[config.mk]
export PLATFORM = sky130hd
export DESIGN_NAME = wb_stage_param
export DESIGN_NICKNAME = d
export VERILOG_FILES = /design/src/rtl/wb_stage_param.sv
export SDC_FILE = /design/constraint.sdc
export NUM_CORES = 1
export LEC_CHECK = 0
export BUFFER_PORTS_ARGS = -buffer_cell sky130_fd_sc_hd__buf_4
export CORE_AREA = 2 2 140 108
export CTS_CLUSTER_SIZE = 24
export DETAILED_ROUTE_END_ITERATION = 8
export DIE_AREA = 0 0 142 110
export PLACE_DENSITY = 0.75
export SKIP_CTS_REPAIR_TIMING = 1
export SYNTH_ARGS = -nofsm -noshare
export SYNTH_HDL_FRONTEND = slang
export SYNTH_SLANG_ARGS = --single-unit
[constraint.sdc]
create_clock -name clk -period 5.4 [get_ports clk]
set_input_delay 1.08 -clock clk [delete_from_list [all_inputs] [get_ports clk]]
set_output_delay 1.08 -clock clk [all_outputs]
set_load 0.01 [all_outputs]
[src/rtl/wb_stage_param.sv]
// Write-back stage: selects the result source, extends loads and registers the
// register-file write port, with hazard stall/flush, a same-cycle bypass and a retire counter.
module wb_stage_param #(
    parameter int XLEN   = 32,
    parameter int REG_AW = 5,
    parameter int CNT_W  = 32
) (
    input  logic              clk,
    input  logic              rst_n,
    input  logic              mem_wb_valid,
    input  logic              stall,
    input  logic              flush,
    input  logic [XLEN-1:0]   alu_out,
    input  logic [XLEN-1:0]   load_data,
    input  logic [XLEN-1:0]   pc_plus4,
    input  logic [XLEN-1:0]   imm,
    input  logic [1:0]        wb_sel,
    input  logic [2:0]        load_funct3,
    input  logic [1:0]        addr_lo,
    input  logic [REG_AW-1:0] rd,
    input  logic              regwrite_en,
    output logic [XLEN-1:0]   wb_id_wd3,
    output logic [REG_AW-1:0] wb_id_rd_a3,
    output logic              wb_id_we3,
    output logic              fwd_valid,
    output logic [REG_AW-1:0] fwd_rd,
    output logic [XLEN-1:0]   fwd_data,
    output logic              load_misalign,
    output logic [CNT_W-1:0]  retire_count,
    output logic              retire_pulse
);

    // Handshake: mem_wb_valid qualifies every input on the cycle it is seen; there is
    // no ready, the stage is held only by stall and the captured slot is killed by flush.

    localparam logic [2:0] F3_LB  = 3'b000;
    localparam logic [2:0] F3_LH  = 3'b001;
    localparam logic [2:0] F3_LW  = 3'b010;
    localparam logic [2:0] F3_LBU = 3'b100;
    localparam logic [2:0] F3_LHU = 3'b101;
    localparam logic [2:0] F3_LWU = 3'b110;
    localparam bit         HAS_LWU = (XLEN == 64);

    logic [31:0]     w_word;
    logic [7:0]      w_byte;
    logic [15:0]     w_half;
    logic [XLEN-1:0] w_load_ext;
    logic [XLEN-1:0] w_sel_data;
    logic            w_is_half;
    logic            w_is_word;
    logic            w_misalign;
    logic            w_fwd_valid;

    logic [XLEN-1:0]   r_wd3;
    logic [REG_AW-1:0] r_a3;
    logic              r_we3;
    logic              r_misalign;
    logic [CNT_W-1:0]  r_count;
    logic              r_pulse;

    assign w_word = load_data[31:0];

    generate
        if (XLEN > 32) begin : g_ld_hi
            logic w_unused_ld_hi;
            assign w_unused_ld_hi = ^load_data[XLEN-1:32];
        end
    endgenerate

    always_comb begin
        w_byte = w_word[7:0];
        case (addr_lo)
            2'd0: w_byte = w_word[7:0];
            2'd1: w_byte = w_word[15:8];
            2'd2: w_byte = w_word[23:16];
            2'd3: w_byte = w_word[31:24];
            default: w_byte = w_word[7:0];
        endcase
    end

    assign w_half = addr_lo[1] ? w_word[31:16] : w_word[15:0];

    always_comb begin
        w_load_ext = '0;
        case (load_funct3)
            F3_LB:  w_load_ext = XLEN'($signed(w_byte));
            F3_LH:  w_load_ext = XLEN'($signed(w_half));
            F3_LW:  w_load_ext = XLEN'($signed(w_word));
            F3_LBU: w_load_ext = XLEN'(w_byte);
            F3_LHU: w_load_ext = XLEN'(w_half);
            F3_LWU: w_load_ext = HAS_LWU ? XLEN'(w_word) : '0;
            default: w_load_ext = '0;
        endcase
    end

    // LWU is only a real load on 64-bit builds, so only there can it be misaligned.
    assign w_is_half  = (load_funct3 == F3_LH) || (load_funct3 == F3_LHU);
    assign w_is_word  = (load_funct3 == F3_LW) || (HAS_LWU && (load_funct3 == F3_LWU));
    assign w_misalign = (wb_sel == 2'b01) &&
                        ((w_is_half && addr_lo[0]) || (w_is_word && (addr_lo != 2'b00)));

    always_comb begin
        w_sel_data = alu_out;
        case (wb_sel)
            2'b00: w_sel_data = alu_out;
            2'b01: w_sel_data = w_load_ext;
            2'b10: w_sel_data = pc_plus4;
            2'b11: w_sel_data = imm;
            default: w_sel_data = alu_out;
        endcase
    end

    assign w_fwd_valid = mem_wb_valid && regwrite_en && (rd != '0) && !w_misalign && !flush;

    always_ff @(posedge clk or negedge rst_n) begin
        if (!rst_n) begin
            r_wd3      <= '0;
            r_a3       <= '0;
            r_we3      <= 1'b0;
            r_misalign <= 1'b0;
            r_count    <= '0;
            r_pulse    <= 1'b0;
        end else if (flush) begin
            r_we3      <= 1'b0;
            r_misalign <= 1'b0;
            r_pulse    <= 1'b0;
        end else if (stall) begin
            r_pulse    <= 1'b0;
        end else begin
            r_wd3      <= w_sel_data;
            r_a3       <= rd;
            r_we3      <= w_fwd_valid;
            r_misalign <= mem_wb_valid && w_misalign;
            r_pulse    <= mem_wb_valid;
            r_count    <= r_count + CNT_W'(mem_wb_valid);
        end
    end

    assign fwd_valid     = w_fwd_valid;
    assign fwd_rd        = rd;
    assign fwd_data      = w_sel_data;
    assign wb_id_wd3     = r_wd3;
    assign wb_id_rd_a3   = r_a3;
    assign wb_id_we3     = r_we3;
    assign load_misalign = r_misalign;
    assign retire_count  = r_count;
    assign retire_pulse  = r_pulse;

endmodule

# Word-level counts from Yosys, hierarchy flattened

Cells that the tools add are included.
Widths: inputs -> output; s select.

Input bits: 146
Bits in registers: 72

Bitwise logic cells: 2
Multiplexer cells: 10
Equality and inequality tests: 11
Reductions and logical operators: 18
$add $sub $neg: 1

Operators by type and width:

| kind               | number |
|---|---|
| $pmux 32 s5        | 1 |
| $pmux 32 s4        | 1 |
| $add 32x1->32      | 1 |
| $pmux 8 s4         | 1 |
| $mux 16            | 1 |
| $eq 2x2->1 const B | 4 |
| $logic_and 1x1->1  | 8 |
| $eq 3x3->1 const B | 2 |
| $mux 1             | 6 |
| $reduce_bool 5->1  | 1 |
| $eq 2x1->1 const B | 2 |
| $logic_not 2->1    | 2 |
| $eq 3x1->1 const B | 1 |
| $eq 3x2->1 const B | 1 |
| $logic_not 3->1    | 1 |
| $logic_not 1->1    | 2 |
| $logic_or 1x1->1   | 2 |
| $ne 2x1->1 const B | 1 |
| $not 1->1          | 2 |
| $reduce_and 2->1   | 1 |
| $reduce_bool 2->1  | 1 |

# Depth between registers and ports, before layout

Word-level depth: 10
Gate-level depth with buffers: 7

# Worst setup path after synthesis

Ideal clock, no wire load.

Kind: input to output
Start point: in addr_lo[0]
End point: out fwd_data[29]
Buffers on the path: 1
Stages on the path: 5
Slack: 1.909 ns
Data required time: 4.320 ns
Arrival: 2.411 ns
Cell sequence: mux2_4 a222oi_1 buf_4 a21boi_2 o21ai_0

Word-level cells in the longest chain between the ends: 4
Elaborated cells between the ends (all ways): 7
Those cells by class: 3 x eq/ne; 3 x mux; 1 x reduce/logical

RTL lines:

| element                            | RTL line | text |
|---|---|---|
| from (decl)                        | 19       | `input logic [1:0] addr_lo,` |
| $eq 2x2->1 (tied with other cells) | 72       | `case (addr_lo)` |
| $pmux 8 s4 (*)                     | 72       |  |
| $pmux 32 s5 (*)                    | 85       | `case (load_funct3)` |
| $pmux 32 s4 (*)                    | 104      | `case (wb_sel)` |
| to (decl)                          | 27       | `output logic [XLEN-1:0] fwd_data,` |

Mark *: on every way between the ends. The rest lies on a longest branch, timed or not.

# Worst setup path in the final report

Start point: in wb_sel[1]
End point: out fwd_data[21]

Word-level cells in the longest chain between the ends: 2
Elaborated cells between the ends (all ways): 5
Those cells by class: 3 x eq/ne; 1 x mux; 1 x reduce/logical

RTL lines:

| element                            | RTL line | text |
|---|---|---|
| from (decl)                        | 17       | `input logic [1:0] wb_sel,` |
| $eq 2x2->1 (tied with other cells) | 104      |  |
| $pmux 32 s4 (*)                    | 104      |  |

Marks and branches as above.

==> summary.txt <==
Status
  • Run status: finished, final reports clean

STA
  • Highest attainable clock frequency: 0.2394 GHz
  • Final setup fails: 0
  • Max_slew headroom: 0.3065
  • Worst slew pin tran: 1040 ps
  • Worst Setup Slack, final: 1223 ps
  • Post-route minimum period: 4177 ps
  • Final hold vios: 0
  • Clock Skew: 2.279 ps
  • Setup total negative slack: 0 ps
  • Max-slew violation count: 0
  • Tcrit/Tclk final: 0.7736
  • RSZ-0062 raised after global routing: false
  • Final hold slack: 479.8 ps

Clocking
  • Clk Tree Root Cell: sky130_fd_sc_hd__clkbuf_16
  • Clock buffers created by TritonCTS: 9
  • Register clock-pin slew on the reported worst setup and hold paths: 60 ps
  • H-tree level count: 3
  • Clk_lat worst skew: 330 ps
  • CTS tree: done
  • CTS sink cnt: 72
  • CTS max path bufs: 2

Drt
  • First-pass iteration count of the detailed router: 5
  • Total vias in the final route: 5098
  • Initial DRC Count: 325
  • Detailed-route vias per instance: 5.423
  • Routed wire length: 17.72 mm
  • Detail-routed net length per standard cell: 18.85 µm
  • Post-route DRC: 0
  • Final ANT Viol Nets: 0

Placement
  • Cell Count Post-Placement: 925
  • Detailed placer's ending HPWL: 13.54 mm
  • Dpl cell area: 6798 µm²
  • Port Buffers: 255
  • Worst slack after detailed placement: 1265 ps
  • Routability-driven placement congestion ratio: 0.8420

GRT
  • Largest net degree at the start of global routing: 73
  • GR Layer Usage met3: 0.05227
  • Antenna violations before repair: 0
  • Met1 demand-to-capacity share in global routing: 0.3029
  • Overall track demand over capacity in global routing: 0.2235
  • Wire length of the first global-routing pass: 26.90 mm
  • Final global-route overflow total: 0
  • Met2 capacity usage during global routing: 0.3654
  • Global route hottest layer: met2
  • Number of global-route vias before repair: 4978

Layout
  • Layout cell share with drive strength beyond 1: 0.4053
  • Area delta synth->final: 46.51%
  • Final instance area: 7118 µm²
  • Leading cell type in the layout, fill and taps excluded: sky130_fd_sc_hd__buf_4
  • Final std cells w/o fill: 940
  • Ant diodes: 0
  • Final layout net count: 904
  • Final core utilization: 0.5007
  • Most used cells in the layout excluding fill and tap cells: 260 x sky130_fd_sc_hd__buf_4, 72 x sky130_fd_sc_hd__dfrtp_1, 56 x sky130_fd_sc_hd__nand2_1

Setup path
  • Critical path data required time: 4320 ps
  • Max FO, Critical Path: 37
  • Register-to-register path setup slack: 2990 ps
  • Critical Path AT: 3100 ps
  • End of the worst register-to-register path: retire_count[6]$_DFFE_PN0P_
  • Cells on worst reg2reg path: 6
  • Timing startpoint of the critical path: wb_sel[1]
  • FF-to-FF Start: retire_count[0]$_DFFE_PN0P_
  • CP endpoint kind: primary output
  • Type of origin of the critical path: input pin
  • Crit path kind: in -> out

Logic synthesis
  • Warning count from the yosys run: 0
  • Average footprint of a synthesized cell: 9.202 µm²
  • Synthesized cell area: 4858 µm²
  • Register bit count reported by yosys: 72
  • Number of distinct library cell variants in the gate-level netlist after synthesis: 56
  • Synthesized instance count: 528
  • Leading register cell type out of synthesis: sky130_fd_sc_hd__dfrtp_1
  • Post-synth ARST share: 1.000
  • Number of synthesized flops with an enable pin: 0
  • Net Count, Synth: 676
  • Seq/Total Area, Yosys: 0.3708

Die
  • Die X-Extent: 142 µm
  • Number of cell rows: 38
  • Effective utilization at floorplan: 0.3418
  • Area of the die: 15620 µm²
  • Number of I/O pins: 256
  • DIE HEIGHT: 110 µm
  • Core region area: 14220 µm²

Power and ir drop
  • Share of power burned in combinational logic: 0.283
  • Switching share of power: 0.2977
  • Psw: 0.5385 mW
  • Pwr Density: 254.2 nW/µm²
  • Relative contribution of sequential cells to total power: 0.352
  • Part of the power in the clock network: 0.365
  • Pleak: 3.403 nW
  • Worst vdd rail ir drop: 0.0001461 V
  • Total power consumption of the routed design: 1.809 mW
  • Internal power: 1.271 mW

Run
  • Max cap viols: 0

Min path
  • Worst hold path depth: 1
  • Hold Path Origin: retire_count[31]$_DFFE_PN0P_
  • Endpoint of the worst hold path: retire_count[31]$_DFFE_PN0P_
  • Worst hold-check path type: reg -> reg
==> cell usage after synthesis (5+ instances only) <==
cell / n / area share
sky130_fd_sc_hd__buf_2: 7 / 0.0072
sky130_fd_sc_hd__mux2i_1: 48 / 0.099
sky130_fd_sc_hd__o21bai_1: 9 / 0.014
sky130_fd_sc_hd__nor3b_1: 5 / 0.0077
sky130_fd_sc_hd__o22ai_1: 6 / 0.0077
sky130_fd_sc_hd__and2_1: 6 / 0.0077
sky130_fd_sc_hd__nor3_1: 8 / 0.0082
sky130_fd_sc_hd__o2bb2ai_1: 20 / 0.036
sky130_fd_sc_hd__nand2_1: 56 / 0.043
sky130_fd_sc_hd__buf_4: 6 / 0.0093
sky130_fd_sc_hd__and3_1: 6 / 0.0077
sky130_fd_sc_hd__inv_1: 8 / 0.0062
sky130_fd_sc_hd__dfrtp_1: 72 / 0.37
sky130_fd_sc_hd__o221ai_2: 8 / 0.025
sky130_fd_sc_hd__o21ai_1: 9 / 0.0093
sky130_fd_sc_hd__a21oi_1: 45 / 0.046
sky130_fd_sc_hd__nor2_1: 32 / 0.025
sky130_fd_sc_hd__o21ai_0: 22 / 0.023
sky130_fd_sc_hd__a21boi_2: 10 / 0.023
sky130_fd_sc_hd__o221ai_1: 8 / 0.014
sky130_fd_sc_hd__a21boi_0: 7 / 0.011
sky130_fd_sc_hd__xnor2_1: 26 / 0.047
sky130_fd_sc_hd__clkbuf_1: 20 / 0.015
sky130_fd_sc_hd__nand3_1: 11 / 0.011
sky130_fd_sc_hd__nand4_1: 16 / 0.021
==> power by group through the flow <==
| stage | combinational, mW | clock [mW] | sequential (mW) |
|---|---|---|---|
| final | 0.513 | 0.660 | 0.637 |
| after global routing | 0.556 | 0.692 | 0.645 |
| after CTS | 0.515 | 0.672 | 0.636 |
| after detailed placement | 0.513 | 0 | 0.645 |
| after global placement | 0.509 | 0 | 0.644 |
| after floorplan | 0.208 | 0 | 0.668 |
==> per-layer routing <==
layer,part of all wire,vias up
li1,-,2398
met1,0.45,2439
met2,0.46,239
met3,0.083,22
met4,0.012,0
met5,0,-
==> final cells by class <==
| cell class | count | area, µm² |
|---|---|---|
| clock buffer | 10 | 239.0 |
| tap | 180 | 225.2 |
| clock inverter | 5 | 81.33 |
| timing repair buffer | 260 | 1952 |
| fill | 1375 | 7098 |
| sequential | 72 | 1802 |
| multi-input combinational | 405 | 2789 |
| inverter | 8 | 30.03 |
==> cell families after synthesis <==
kind of cell / Yosys count / share of synthesized area
muxes: 53 / 0.1143
adders and majority gates: 2 / 0.005150
xor gates and xnor gates: 30 / 0.05408
buffers and inverters: 51 / 0.05614
and+or+nand+nor: 160 / 0.1633
AOI/OAI and AO/OA: 160 / 0.2362
DFF: 72 / 0.3708
==> worst max path at each step <==
stage                   end  depth (start not counted)  slack (ps)
5_1_grt        fwd_data[29]                          6        1090
3_5_place_dp   fwd_data[28]                          6        1260
4_1_cts        fwd_data[28]                          6        1250
6_report       fwd_data[21]                          6        1220
3_3_place_gp   fwd_data[28]                          6        1300
2_1_floorplan  fwd_data[29]                          5        1910
==> state kept, by name, summed over array words and instances, names as in the netlist <==
register	flops
retire_count	32
wb_id_wd3	32
wb_id_rd_a3	5
load_misalign	1
retire_pulse	1
wb_id_we3	1
==> worst max-delay path: stages <==
cell and delay (ps):
sky130_fd_sc_hd__buf_4 480, sky130_fd_sc_hd__and2_1 760, sky130_fd_sc_hd__buf_4 370, sky130_fd_sc_hd__a21oi_1 140, sky130_fd_sc_hd__o21ai_1 110, sky130_fd_sc_hd__buf_4 150
(Power assumes the default switching activity.)
